## src/rtl/prog_seq_if.sv

```systemverilog
// Command/status bundle for prog_seq: the master drives PC commands; the slave returns PC and stack status.
// No handshake: one command word per cycle, sampled on the rising edge.
interface prog_seq_if #(
    parameter int AW    = 8,
    parameter int JW    = 5,
    parameter int OW    = 4,
    parameter int DEPTH = 4
);
    logic                    Load_PC;
    logic                    Call_PC;
    logic                    Ret_PC;
    logic                    Br_PC;
    logic                    Inc_PC;
    logic [JW-1:0]           addr;
    logic [OW-1:0]           ofs;
    logic                    clr_err;
    logic [AW-1:0]           insaddr;
    logic [$clog2(DEPTH):0]  stk_lvl;
    logic                    stk_full;
    logic                    stk_empty;
    logic                    err;

    modport master (
        output Load_PC, Call_PC, Ret_PC, Br_PC, Inc_PC, addr, ofs, clr_err,
        input  insaddr, stk_lvl, stk_full, stk_empty, err
    );

    modport slave (
        input  Load_PC, Call_PC, Ret_PC, Br_PC, Inc_PC, addr, ofs, clr_err,
        output insaddr, stk_lvl, stk_full, stk_empty, err
    );
endinterface

```

## src/rtl/prog_seq.sv

```systemverilog
// Program sequencer: PC with load/call/return/branch/increment and a circular return stack; 1-cycle command-to-insaddr latency, no backpressure.
// Define PROG_SEQ_TRAP_EN to trap stack overflow/underflow to TRAP_VEC with sticky err; otherwise overflow overwrites the oldest entry.
module prog_seq #(
    parameter int            AW       = 8,
    parameter int            JW       = 5,
    parameter int            OW       = 4,
    parameter int            DEPTH    = 4,
    parameter logic [AW-1:0] TRAP_VEC = '0
) (
    input  logic       clk,
    input  logic       reset,
    prog_seq_if.slave  bus
);
    localparam int PW = $clog2(DEPTH);
    localparam int LW = PW + 1;

`ifdef PROG_SEQ_TRAP_EN
    localparam bit TRAP_EN = 1'b1;
`else
    localparam bit TRAP_EN = 1'b0;
`endif

    logic [AW-1:0] r_pc;
    logic [LW-1:0] r_lvl;
    logic [PW-1:0] r_top;
    logic          r_err;
    logic [AW-1:0] r_stk [DEPTH];

    logic [AW-1:0] w_pc_nxt;
    logic [LW-1:0] w_lvl_nxt;
    logic [PW-1:0] w_top_nxt;
    logic          w_err_nxt;
    logic          w_push;
    logic          w_full;
    logic          w_empty;
    logic [AW-1:0] w_pc_inc;
    logic [AW-1:0] w_addr_ext;
    logic [AW-1:0] w_ofs_ext;
    logic [PW-1:0] w_pop_idx;

    assign w_full     = (r_lvl == LW'(DEPTH));
    assign w_empty    = (r_lvl == '0);
    assign w_pc_inc   = r_pc + AW'(1);
    assign w_addr_ext = AW'(bus.addr);
    assign w_ofs_ext  = AW'($signed(bus.ofs));
    // r_top is the next free slot, so the newest entry sits one below it
    assign w_pop_idx  = r_top - PW'(1);

    always_comb begin
        w_pc_nxt  = r_pc;
        w_lvl_nxt = r_lvl;
        w_top_nxt = r_top;
        w_push    = 1'b0;
        w_err_nxt = bus.clr_err ? 1'b0 : r_err;
        if (bus.Load_PC) begin
            w_pc_nxt = w_addr_ext;
        end else if (bus.Call_PC) begin
            if (w_full && TRAP_EN) begin
                w_pc_nxt  = TRAP_VEC;
                w_err_nxt = 1'b1;
            end else begin
                // When full, the free slot is the oldest entry: overwrite it, level stays put
                w_push    = 1'b1;
                w_pc_nxt  = w_addr_ext;
                w_top_nxt = r_top + PW'(1);
                if (!w_full) begin
                    w_lvl_nxt = r_lvl + LW'(1);
                end
            end
        end else if (bus.Ret_PC) begin
            if (!w_empty) begin
                w_pc_nxt  = r_stk[w_pop_idx];
                w_top_nxt = w_pop_idx;
                w_lvl_nxt = r_lvl - LW'(1);
            end else if (TRAP_EN) begin
                w_pc_nxt  = TRAP_VEC;
                w_err_nxt = 1'b1;
            end
        end else if (bus.Br_PC) begin
            w_pc_nxt = r_pc + w_ofs_ext;
        end else if (bus.Inc_PC) begin
            w_pc_nxt = w_pc_inc;
        end
    end

    always_ff @(posedge clk or negedge reset) begin
        if (!reset) begin
            r_pc  <= '0;
            r_lvl <= '0;
            r_top <= '0;
            r_err <= 1'b0;
        end else begin
            r_pc  <= w_pc_nxt;
            r_lvl <= w_lvl_nxt;
            r_top <= w_top_nxt;
            r_err <= w_err_nxt;
        end
    end

    // Stack storage carries no reset; entries above the level are never read
    always_ff @(posedge clk) begin
        if (reset && w_push) begin
            r_stk[r_top] <= w_pc_inc;
        end
    end

    assign bus.insaddr   = r_pc;
    assign bus.stk_lvl   = r_lvl;
    assign bus.stk_full  = w_full;
    assign bus.stk_empty = w_empty;
    assign bus.err       = TRAP_EN ? r_err : 1'b0;
endmodule

```

## src/flat_wrapper.sv

```systemverilog
// flat-port wrapper written by rule: the top's interface ports become plain ports
module prog_seq_flat 
#(
    parameter int            AW       = 8,
    parameter int            JW       = 5,
    parameter int            OW       = 4,
    parameter int            DEPTH    = 4,
    parameter logic [AW-1:0] TRAP_VEC = '0
)
  (clk, reset, bus_Load_PC, bus_Call_PC, bus_Ret_PC, bus_Br_PC, bus_Inc_PC, bus_addr, bus_ofs, bus_clr_err, bus_insaddr, bus_stk_lvl, bus_stk_full, bus_stk_empty, bus_err);
  prog_seq_if #(.AW(AW), .JW(JW), .OW(OW), .DEPTH(DEPTH)) bus_i ();
  input  logic clk;
  input  logic reset;
  input wire logic [$bits(bus_i.Load_PC)-1:0] bus_Load_PC;
  input wire logic [$bits(bus_i.Call_PC)-1:0] bus_Call_PC;
  input wire logic [$bits(bus_i.Ret_PC)-1:0] bus_Ret_PC;
  input wire logic [$bits(bus_i.Br_PC)-1:0] bus_Br_PC;
  input wire logic [$bits(bus_i.Inc_PC)-1:0] bus_Inc_PC;
  input wire logic [$bits(bus_i.addr)-1:0] bus_addr;
  input wire logic [$bits(bus_i.ofs)-1:0] bus_ofs;
  input wire logic [$bits(bus_i.clr_err)-1:0] bus_clr_err;
  output wire logic [$bits(bus_i.insaddr)-1:0] bus_insaddr;
  output wire logic [$bits(bus_i.stk_lvl)-1:0] bus_stk_lvl;
  output wire logic [$bits(bus_i.stk_full)-1:0] bus_stk_full;
  output wire logic [$bits(bus_i.stk_empty)-1:0] bus_stk_empty;
  output wire logic [$bits(bus_i.err)-1:0] bus_err;
  assign bus_i.Load_PC = bus_Load_PC;
  assign bus_i.Call_PC = bus_Call_PC;
  assign bus_i.Ret_PC = bus_Ret_PC;
  assign bus_i.Br_PC = bus_Br_PC;
  assign bus_i.Inc_PC = bus_Inc_PC;
  assign bus_i.addr = bus_addr;
  assign bus_i.ofs = bus_ofs;
  assign bus_i.clr_err = bus_clr_err;
  assign bus_insaddr = bus_i.insaddr;
  assign bus_stk_lvl = bus_i.stk_lvl;
  assign bus_stk_full = bus_i.stk_full;
  assign bus_stk_empty = bus_i.stk_empty;
  assign bus_err = bus_i.err;
  prog_seq #(.AW(AW), .JW(JW), .OW(OW), .DEPTH(DEPTH), .TRAP_VEC(TRAP_VEC)) u_core (.clk(clk), .reset(reset), .bus(bus_i));
endmodule
```

## config.mk

```make
export PLATFORM = sky130hd
export DESIGN_NAME = prog_seq_flat
export DESIGN_NICKNAME = d
export VERILOG_FILES = /design/src/rtl/prog_seq_if.sv /design/src/rtl/prog_seq.sv /design/src/flat_wrapper.sv
export SDC_FILE = /design/constraint.sdc
export NUM_CORES = 1
export LEC_CHECK = 0
export CORE_AREA = 8 8 81 83
export CTS_CLUSTER_SIZE = 20
export DETAILED_ROUTE_END_ITERATION = 12
export DIE_AREA = 0 0 89 91
export GPL_ROUTABILITY_DRIVEN = 0
export GPL_TIMING_DRIVEN = 0
export PLACE_DENSITY = 0.84
export SLEW_MARGIN = 20
export SYNTH_ARGS = -nofsm -noshare
export SYNTH_HDL_FRONTEND = slang
export SYNTH_SLANG_ARGS = --single-unit
```

## constraint.sdc

```tcl
create_clock -name clk -period 2 [get_ports clk]
set_clock_uncertainty 0.1 [all_clocks]
set_input_delay 0.4 -clock clk [delete_from_list [all_inputs] [get_ports clk]]
set_output_delay 0.4 -clock clk [all_outputs]
set_load 0.01 [all_outputs]
```

Yosys cells after proc, flatten, opt, wreduce, memory -nomap -nowiden. Memory sizes are Yosys's and may differ from the RTL's. Cells that the tools add are included.

Bitwise operators: 1. Equal/unequal tests: 4. Reductions and logical operators: 7. Mux-type cells: 17. Add/subtract/negate cells: 6.

Operators with widths (number): 8-bit two-way mux (6); 3-bit two-way mux (4); 8-bit by 1-bit adder with 8-bit output (second input constant) (1); 8-bit adder (1); 2-bit two-way mux (3); 5-bit nonzero test (1); 1-bit two-way mux (4); 2-bit inequality test (second input constant) (2); 4-bit inequality test (second input constant) (1); 4-bit AND reduction (1); 3-bit by 1-bit adder with 3-bit output (second input constant) (1); 3-bit == test (second input constant) (1); 3-bit zero test (1); 3-bit AND reduction (1); 3-bit by 1-bit subtractor with 3-bit output (second input constant) (1); 2-bit by 1-bit adder with 2-bit output (second input constant) (1); 2-bit AND reduction (1); 2-bit nonzero test (1); 2-bit by 1-bit subtractor with 2-bit output (second input constant) (1); 1-bit logical AND (1); 1-bit inverter (1).

Memory bits (writable): 32. Bits of input ports: 17. Register bits after elaboration: 13. Memories: 1.

Memories: u_core.r_stk (depth 4, width 8, rd ports 1, clocked after memory_dff 0, write ports 1, RTL line prog_seq.sv:27) `logic [AW-1:0] r_stk [DEPTH];`.

Logic depth before layout (Yosys ltp). Gate-level depths: netlist of run 1.

Depth in word-level cells: 6. Mapped depth: 9. Gate-level depth less buffers: 8.

Worst setup path after synthesis of run 1. Ideal clock, no wire load.

Path kind: register to register. From: register u_core.r_top[0]. To: register u_core.r_pc[5], in the netlist u_core.bus.insaddr[5]. Period minus slack after synthesis: 1997 ps. Cell stages (with the launch flop): 9. Setup time: 126 ps. Data arrival time: 1771 ps. Path slack: 3 ps. Cells stage by stage: dfrtp_1 -> buf_6 -> inv_1 -> ha_1 -> clkbuf_2 -> mux4_2 -> or2_1 -> o2111ai_1 -> o21ai_2.

Word-level cells in the longest chain between the ends: 6.

RTL lines: start, declared (RTL line prog_seq.sv:25) `logic [PW-1:0] r_top;`; start signal, assigned (RTL line prog_seq.sv:95) `r_top <= w_top_nxt;`; 2-bit by 1-bit subtractor with 2-bit output (RTL line prog_seq.sv:47) `assign w_pop_idx = r_top - PW'(1);`; memory 4 x 8 bit; 8-bit two-way mux (RTL line prog_seq.sv:71) `if (!w_empty) begin`; 8-bit two-way mux (RTL line prog_seq.sv:70) `end else if (bus.Ret_PC) begin`; 8-bit two-way mux (RTL line prog_seq.sv:57) `end else if (bus.Call_PC) begin`; 8-bit two-way mux (RTL line prog_seq.sv:55) `if (bus.Load_PC) begin`; end signal, assigned (RTL line prog_seq.sv:93) `r_pc <= w_pc_nxt;`; end, declared (RTL line prog_seq.sv:23) `logic [AW-1:0] r_pc;`.

Every way passes these cells. The select of a mux whose other input is x is not followed. A chain may end at the register's enable or synchronous reset.

Worst setup path in the final report of run 1. Ends and elaborated chain as after synthesis.

==> results of run 1 <==
==> cell families (layout without fill, tap and decap cells) <==
kind of cell | Yosys count | count (layout) | synth area share, %
AO/OA/AOI/OAI | 47 | 47 | 13.1
XOR/XNOR | 15 | 15 | 5.45
adder cells (fa/ha/maj) | 14 | 14 | 7.47
buffers and inverters | 19 | 59 | 3.73
flip-flops | 45 | 45 | 50.5
multiplexers | 12 | 12 | 9.04
other | 1 | 1 | 0.147
AND/OR/NAND/NOR | 52 | 52 | 10.6
==> metrics by stage <==
stage	cells	setup TNS [ns]	worst slack, ns	instance area (um^2)	hold slack [ns]
after floorplan	205	0	0.00313	2550	0.00441
after global placement	305	-21.82	-0.620	2920	0.491
after detailed placement	305	-23.36	-0.665	2920	0.504
after CTS	316	0	0.0199	3080	0.132
after global routing	317	-0.0593	-0.0380	3120	0.169
final	317	0	0.0177	3120	0.124
==> routing by layer <==
layer  up-vias  wire length, um
li1        850                -
met5         -                0
met1       897             2260
met3        10              431
met2        94             2820
met4         0               72
==> layout by cell type (no fill, tap or decap), drive strengths merged, types with 2 or more instances in the layout <==
cell type / count
a211oi: 3
xor2: 4
ha: 12
o22ai: 2
nand3: 6
and2: 5
inv: 10
or2: 2
o311ai: 2
nor3b: 3
a21oi: 10
fa: 2
xnor2: 11
o211ai: 2
mux4: 8
o2111ai: 3
o21a: 2
mux2i: 2
o21ai: 13
a31oi: 2
buf: 11
nor3: 4
mux2: 2
nand2b: 3
edfxtp: 32
nand2: 10
o221ai: 2
nor2: 13
dfrtp: 13
and3: 4
clkbuf: 8
clkinv: 2
dlygate4sd2: 5
clkdlybuf4s50: 23
==> final cells by class <==
class	count	area [um^2]
well taps	72	90.1
repair buffers	32	304
plain buffers	9	66.3
clock buffers	6	82.6
clock inverters	2	13.8
multi-input cells	141	1230
flip-flops and latches	45	1290
fillers	451	2220
inverters	10	37.5
==> worst register-to-register path, stage by stage (launching register included) <==
cell,delay [ns]
dfrtp_1,0.39
buf_6,0.12
inv_2,0.07
ha_1,0.24
clkbuf_8,0.18
mux4_2,0.30
or2_1,0.25
o2111ai_1,0.14
o21ai_2,0.08
==> state kept, by name, summed over array words and instances, names as in the netlist <==
register and cells:
u_core.r_top 2, u_core.bus.stk_lvl 3, u_core.r_stk 32, u_core.bus.insaddr 8
==> path summary, 6_finish.rpt <==
check / depth (start not counted) / end
min in group clk: 1 / u_core.bus.stk_lvl[0]$_DFFE_PN0P_
max in group asynchronous: 1 / u_core.bus.stk_lvl[0]$_DFFE_PN0P_
min: 1 / u_core.bus.insaddr[5]$_DFFE_PN0P_
min reg2reg: 1 / u_core.bus.stk_lvl[0]$_DFFE_PN0P_
max reg2reg: 8 / u_core.bus.insaddr[5]$_DFFE_PN0P_
max: 8 / u_core.bus.insaddr[5]$_DFFE_PN0P_
==> power groups by stage <==
stage,logic (uW),registers (uW),clock network (uW)
after floorplan,868,1300,0
after global placement,1260,1300,0
after detailed placement,1300,1310,0
after CTS,1390,1290,586
after global routing,1530,1320,617
final,1420,1300,574
==> repair_timing <==
action | 4_1_cts | 5_1_grt
gates cloned | 0 | 0
pin swaps | 8 | 5
setup buffers | 3 | 1
hold buffers | 0 | 0
endpoints found under the setup margin | 42 | 37
gates resized for setup | 22 | 4
==> results.toml, run 1 <==
[outcome]
outcome = "completed"

[worst_setup_path]
cpMaxStageDelayCell = "dfrtp_1"
reg2reg_setup_slack_ns = 0.02
path_buf_inv = 3
worst_setup_end_kind = "flop"
cp.required_ns = 2.08
crit_path_start_kind = "flop"
critical-path-max-stage-delay_ns = 0.39
worst_r2r_startpoint = "u_core.r_top[0]$_DFFE_PN0P_"
critical_path.max_fanout = 10
path_cells = "buf_6 > inv_2 > ha_1 > clkbuf_8 > mux4_2 > or2_1 > o2111ai_1 > o21ai_2"
crit_arrival_ns = 2.07
timing_worst_setup_path_type = "reg2reg"
critical_path.top_delay_family = "flip-flops"
worst_setup_path_startpoint = "u_core.r_top[0]$_DFFE_PN0P_"

[synthesis]
average_cell_area_after_synthesis_um2 = 12.4
ys_seq_elements = 45
asyncSetResetFlopFracSynth_pct = 28.9
synth-edff-count = 32
netlist_instances = 205
yosys-top-cells-area = "edfxtp_1, dfrtp_1, mux4_2, ha_1, xnor2_1"
synth_top_cell_area_share_pct = 37.7
synth_warnings = 0
ys_dominant_reg_cell = "edfxtp_1"
synthDominantAreaCellType = "edfxtp_1"
synthTopCellsByCount = "edfxtp_1, dfrtp_1, ha_1, nor2_1"
syn-cell-area_mm2 = 0.00255
ys_types = 52
synth_most_common_cell = "edfxtp_1"
synth-seq-area-share_pct = 50.5
syn-num-nets = 236

[cells_and_area]
drive_above_1_share_pct = 22.9
num_antenna_cells = 0
area.growth.synth_to_final_pct = 22.4
layout.core_utilization_pct = 58.4
nNetsFinal = 275

[timing]
worst_slew_pin_slew_ns = 0.631
timing.final.hold_violations = 0
fmax_ghz = 0.504
grt_setup_unrepaired = "yes"
timing.final.setup_violations = 0
final_period_minus_worst_setup_slack_ns = 1.98
maxSlewHeadroom_pct = 57.9
maxSlewViolCount = 0
timing.final.crit_share_pct = 99.1

[routing]
post_drt_wl_per_cell_um = 17.6
antenna_left = 0
avgViaCountPerCell = 5.84
drt_wl_total_um = 5580
vias = 1851
dr.first_iter.drc_count = 146
detail_route.drc_violations = 0
firstDrtPassIters = 5

[power_and_ir_drop]
max-vdd-ir-drop_uv = 849
fin_total_pwr_uw = 3290
p_sw_uw = 1120
combPwrFrac_pct = 43.1
clockPowerShare_pct = 17.5
leakagePower_uw = 0.00117
power-per-cell-area_mw_per_mm2 = 1050
p_sw_share_pct = 34.0
power_report.internal_total_uw = 2170
pwr-share-seq_pct = 39.4

[floorplanning]
initial_core_util_pct = 47.7
design.portCount = 31
placement_rows = 27
placeableCoreArea_mm2 = 0.00534
dieWidth_um = 89
floorplan.die_area_mm2 = 0.00810
die_height_um = 91

[global_routing]
met2_routing_resource_usage_after_global_routing_pct = 23.3
grt_first_pass_wirelength_um = 9230
grt_max_degree = 15
grtUsageMet3_pct = 2.88
track_usage_pct = 14.3
vias_in_the_first_global_route = 1942
met1_usage_pct = 18.3
grt-busiest-layer = "met2"
grt_overflow = 0
number_of_antenna_violations_at_the_first_check_in_global_routing = 0

[place]
place.detailed.hpwl_um = 4000
numPortBuffers = 28

[clock_tree]
cts.sinks = 45
largest_buffer_count_on_any_clock_path = 2
cts_tree = "done"
clkSlewWorstSetupHoldPaths_ns = 0.09
cts-root-buf = "clkbuf_8"
latest_clock_arrival_within_the_worst_skew_pair_ns = 0.30
tritoncts.num_buffers = 5
cts_h_tree_depth = 2

[hold_path]
min-delay-path-class = "in2async"

[flow_run]
cap_violations = 0
Note: power is estimated with default switching activity, not from simulation.
==> run 2: changes to the inputs <==
DONT_BUFFER_PORTS = 1   (was default)
PLACE_DENSITY = 0.66   (was 0.84)
SKIP_CTS_REPAIR_TIMING = 1   (was default)
==> run 2 against run 1 <==
  * Non-clock buffer count down 24
  * Via count down 7.9%
  * Power down 2.7%
  * Sequential cell count unchanged
  * Critical endpoint unchanged
==> results.toml, run 2 (synthesis gave the netlist of run 1 again) <==
[outcome]
outcome = "completed"

[cells_and_area]
flip_flop_count_of_the_largest_register_all_copies_and_words_added = 32
num_antenna_cells = 0
area.growth.synth_to_final_pct = 12.8
finalInstanceArea_mm2 = 0.00287
final_cell_mix = "edfxtp_1, nor2_1, xnor2_1, nand2_1"
registers.top_by_ff_count = "u_core.r_stk"
nNetsFinal = 251
nFillCells = 482
drive_above_1_share_pct = 25.3
layout.core_utilization_pct = 53.8
layout_commonest_cell = "edfxtp_1"

[global_routing]
grt_first_pass_wirelength_um = 8870
vias_in_the_first_global_route = 1698
track_usage_pct = 14.5
grt_max_degree = 15
number_of_antenna_violations_at_the_first_check_in_global_routing = 0
grt_overflow = 0

[place]
placement.setup.worst_slack_ns = -0.272
numPortBuffers = 0
place.detailed.hpwl_um = 4030
placement.cell_area_mm2 = 0.00264

[floorplanning]
placeableCoreArea_mm2 = 0.00534
dieWidth_um = 89
design.portCount = 31
placement_rows = 27
initial_core_util_pct = 47.7
floorplan.die_area_mm2 = 0.00810
die_height_um = 91

[clock_tree]
clkSlewWorstSetupHoldPaths_ns = 0.08
cts.sinks = 45
cts-root-buf = "clkbuf_8"
cts_h_tree_depth = 2
latest_clock_arrival_within_the_worst_skew_pair_ns = 0.29
largest_buffer_count_on_any_clock_path = 2
cts_tree = "done"
tritoncts.num_buffers = 5

[worst_setup_path]
critical_path.max_fanout = 5
crit_path_start_kind = "flop"
critical-path-max-stage-delay_ns = 0.41
timing_worst_setup_path_type = "reg2reg"
path_cells = "buf_8 > inv_4 > ha_4 > buf_6 > mux4_2 > or2_4 > o2111ai_1 > o21ai_2"
cp.required_ns = 2.09
crit_arrival_ns = 2.01
worst_setup_end_kind = "flop"
reg2reg_setup_slack_ns = 0.08
cpMaxStageDelayCell = "dfrtp_1"

[timing]
worst_slew_pin_slew_ns = 0.669
final_period_minus_worst_setup_slack_ns = 1.92
final.setup.worst_slack_ns = 0.0813
maxSlewHeadroom_pct = 55.2
fmax_ghz = 0.521
timing.final.crit_share_pct = 95.9
timing.final.setup_violations = 0
timing.final.hold_violations = 0
maxSlewViolCount = 0

[hold_path]
min-delay-path-class = "in2reg"

[routing]
detail_route.drc_violations = 0
avgViaCountPerCell = 5.82
antenna_left = 0
post_drt_wl_per_cell_um = 19.7
drt_wl_total_um = 5780
firstDrtPassIters = 4
dr.first_iter.drc_count = 132
vias = 1705

[power_and_ir_drop]
max-vdd-ir-drop_uv = 764
fin_total_pwr_uw = 3200
leakagePower_uw = 0.00106
power-per-cell-area_mw_per_mm2 = 1110

[flow_run]
cap_violations = 0
==> run 2: changes by cell type in the layout (fill, tap and decap cells not counted), moves of 4 or more <==
cell / previous run / this run
and2_2: 4 / 0
and2_1: 1 / 5
clkdlybuf4s50_1: 23 / 0
dlygate4sd2_1: 5 / 0
==> run 2: final cells by class <==
class | count | area (um^2) | share of cell area [%]
Buffer | 9 | 67.6 | 2.35
Clock buffer | 6 | 72.6 | 2.53
Clock inverter | 2 | 10.0 | 0.348
Inverter | 10 | 40.0 | 1.39
Multi-Input combinational cell | 141 | 1240 | 43.3
Sequential cell | 45 | 1290 | 44.9
Tap cell | 72 | 90.1 | 3.14
Timing Repair Buffer | 8 | 57.6 | 2.00
==> run 2: report_power, final <==
group	internal, uW	switching (uW)
Combinational	675	648
Clock	243	304
Sequential	1150	180
==> run 2: path summary, 6_finish.rpt <==
path / from / end / depth (start not counted)
setup / recovery: u_core.r_top[0]$_DFFE_PN0P_ / u_core.bus.insaddr[5]$_DFFE_PN0P_ / 8
hold / removal: bus_Load_PC / u_core.r_top[1]$_DFFE_PN0P_ / 1
min in group asynchronous: reset / u_core.bus.insaddr[5]$_DFFE_PN0P_ / 1
max in group asynchronous: reset / u_core.bus.insaddr[3]$_DFFE_PN0P_ / 1
setup reg to reg: u_core.r_top[0]$_DFFE_PN0P_ / u_core.bus.insaddr[5]$_DFFE_PN0P_ / 8
hold reg to reg: u_core.bus.stk_lvl[2]$_DFFE_PN0P_ / u_core.bus.stk_lvl[2]$_DFFE_PN0P_ / 1
==> run 2: stage by stage <==
stage | TNS (ns) | cells | hold slack, ns
6_report | 0 | 293 | 0.0795
5_1_grt | -0.00169 | 293 | 0.0753
4_1_cts | -1.36 | 285 | -0.318
3_5_place_dp | -1.25 | 277 | 0.00519
3_3_place_gp | -1.03 | 277 | 0.00515
2_1_floorplan | 0 | 205 | 0.00441
==> run 2: per-layer routing <==
layer / part of all wire [%] / up-vias / global-route usage, %
met1: 44 / 838 / 19.6
li1: - / 796 / -
met3: 8.5 / 6 / 4.23
met5: 0 / - / 0
met4: 1.5 / 0 / 4.99
met2: 46 / 65 / 21.4
==> run 2: worst max-delay path: cells and delay by family, from the launching register on <==
family                   cells  cell delay [ns]
adder cells (fa/ha/maj)      1             0.27
flip-flops                   1             0.41
AND/OR/NAND/NOR              1             0.25
AO/OA/AOI/OAI                2             0.19
multiplexers                 1             0.31
buffers and inverters        3             0.29
==> run 3: changes to the inputs <==
CELL_PAD_IN_SITES_DETAIL_PLACEMENT = 1   (was default)
CELL_PAD_IN_SITES_GLOBAL_PLACEMENT = 2   (was default)
CORE_AREA = 8 8 90 92   (was 8 8 81 83)
DIE_AREA = 0 0 98 100   (was 0 0 89 91)
PLACE_DENSITY = default   (was 0.66)
PLACE_DENSITY_LB_ADDON = 0.1   (was default)
==> run 3 against run 2 <==
  * Register-to-register slack worse by 0.03 ns
  * Setup slack worse by 0.026 ns
  * Die area up 21%
==> results.toml, run 3 (synthesis gave the netlist of run 1 again) <==
[global_routing]
grt_first_pass_wirelength_um = 10300
vias_in_the_first_global_route = 1876
grt_overflow = 0
track_usage_pct = 13.4
number_of_antenna_violations_at_the_first_check_in_global_routing = 0
grt_max_degree = 15

[cells_and_area]
drive_above_1_share_pct = 27.1
registers.top_by_ff_count = "u_core.r_stk"
layout_commonest_cell = "edfxtp_1"
num_antenna_cells = 0
flip_flop_count_of_the_largest_register_all_copies_and_words_added = 32
layout.core_utilization_pct = 44.2
area.growth.synth_to_final_pct = 15.2
nFillCells = 685
nNetsFinal = 251
final_cell_mix = "edfxtp_1, nor2_1, nand2_1"

[worst_setup_path]
worst_r2r_startpoint = "u_core.bus.insaddr[0]$_DFFE_PN0P_"
path_buf_inv = 1
crit_path_start_kind = "flop"
cp.required_ns = 2.12
critical_path.max_fanout = 4
worst_setup_end_kind = "flop"
timing_worst_setup_path_type = "reg2reg"
cpMaxStageDelayCell = "dfrtp_2"
critical_path.top_delay_family = "compound AO/OA/AOI/OAI gates"
logic_depth_of_the_worst_register_to_register_path = 8
path_cells = "ha_4 > inv_1 > fa_2 > nand2b_4 > a21oi_4 > xnor2_2 > a31o_2 > o21ai_1"
critical_path.reg2reg.endpoint = "u_core.bus.insaddr[4]$_DFFE_PN0P_"
timing.critical_path.depth = 8
critical-path-max-stage-delay_ns = 0.45
crit_arrival_ns = 2.07
crit_end = "u_core.bus.insaddr[4]$_DFFE_PN0P_"
worst_setup_path_startpoint = "u_core.bus.insaddr[0]$_DFFE_PN0P_"
reg2reg_setup_slack_ns = 0.06

[timing]
timing.final.setup_violations = 0
timing.final.crit_share_pct = 97.2
maxSlewViolCount = 0
timing.final.hold_violations = 0
final_period_minus_worst_setup_slack_ns = 1.94
grt_setup_unrepaired = "yes"
fmax_ghz = 0.514
worst_slew_pin_slew_ns = 0.730
maxSlewHeadroom_pct = 51.1
finalHoldWorstSlack_ns = 0.0854

[clock_tree]
cts_h_tree_depth = 2
largest_buffer_count_on_any_clock_path = 2
cts.sinks = 45
latest_clock_arrival_within_the_worst_skew_pair_ns = 0.30
tritoncts.num_buffers = 5
cts-root-buf = "clkbuf_8"
cts_tree = "done"
clkSlewWorstSetupHoldPaths_ns = 0.09

[power_and_ir_drop]
power_report.internal_total_uw = 2190
p_sw_uw = 1140
max-vdd-ir-drop_uv = 574
combPwrFrac_pct = 39.6
power-per-cell-area_mw_per_mm2 = 1130
clockPowerShare_pct = 20.4
leakagePower_uw = 0.00107
p_sw_share_pct = 34.2
pwr-share-seq_pct = 40.0

[routing]
detail_route.drc_violations = 0
drt_wl_total_um = 6310
post_drt_wl_per_cell_um = 20.9
dr.first_iter.drc_count = 58
vias = 1696
firstDrtPassIters = 4
avgViaCountPerCell = 5.63
antenna_left = 0

[floorplanning]
initial_core_util_pct = 38.3
design.portCount = 31
placement_rows = 30
floorplan.die_area_mm2 = 0.00980
dieWidth_um = 98
die_height_um = 100
placeableCoreArea_mm2 = 0.00664

[place]
numPortBuffers = 0
place.detailed.hpwl_um = 4670

[outcome]
outcome = "completed"

[hold_path]
min-delay-path-class = "in2reg"

[flow_run]
cap_violations = 0
## run 3: how the worst min path moves through the flow
stage,depth (start not counted),end,start
floorplan,0,u_core.bus.insaddr[0]$_DFFE_PN0P_,reset
detailed placement,0,u_core.bus.insaddr[1]$_DFFE_PN0P_,reset
CTS,0,u_core.bus.insaddr[1]$_DFFE_PN0P_,reset
global placement,0,u_core.bus.insaddr[1]$_DFFE_PN0P_,reset
finish,1,u_core.r_top[1]$_DFFE_PN0P_,bus_Load_PC
global route,1,u_core.r_top[1]$_DFFE_PN0P_,bus_Load_PC
## run 3: worst register-to-register path: stages (launching register included)
cell,delay (ns)
dfrtp_2,0.45
ha_4,0.15
inv_1,0.04
fa_2,0.33
nand2b_4,0.17
a21oi_4,0.14
xnor2_2,0.09
a31o_2,0.25
o21ai_1,0.14
## run 3: final cells by class
| cell class | instances | area, um^2 | area share (%) |
|---|---|---|---|
| sequential | 45 | 1290 | 44.0 |
| buffer | 9 | 67.6 | 2.30 |
| clock inverter | 3 | 41.3 | 1.41 |
| tap | 80 | 100 | 3.41 |
| multi-input combinational | 141 | 1270 | 43.2 |
| inverter | 10 | 37.5 | 1.28 |
| timing repair buffer | 8 | 60.1 | 2.05 |
| clock buffer | 5 | 68.8 | 2.35 |
## run 3: routing by layer
layer	global-route usage (%)	vias up	share of wire, %	routed length, um
met3	3.11	16	3.5	218
met2	22.0	28	48	3020
met4	5.40	0	3.3	205
li1	-	794	-	-
met1	16.5	858	45	2860
met5	0	-	0	0
## run 3: stage by stage
stage	instances	area (um^2)	setup WS (ns)	setup TNS, ns	total power, uW
after floorplan	205	2550	0.00313	0	2170
after global placement	285	2650	-0.278	-1.31	2410
after detailed placement	285	2650	-0.271	-1.41	2460
after CTS	293	2760	-0.308	-1.65	3150
final	301	2930	0.0552	0	3330
after global routing	301	2930	-0.0456	-0.0861	3540
## run 3: power by group through the flow
stage / Sequential, uW / Combinational, uW / Clock (uW)
floorplan: 1300 / 868 / 0
global placement: 1340 / 1070 / 0
detailed placement: 1350 / 1110 / 0
CTS: 1330 / 1110 / 706
global route: 1350 / 1460 / 731
finish: 1330 / 1320 / 678
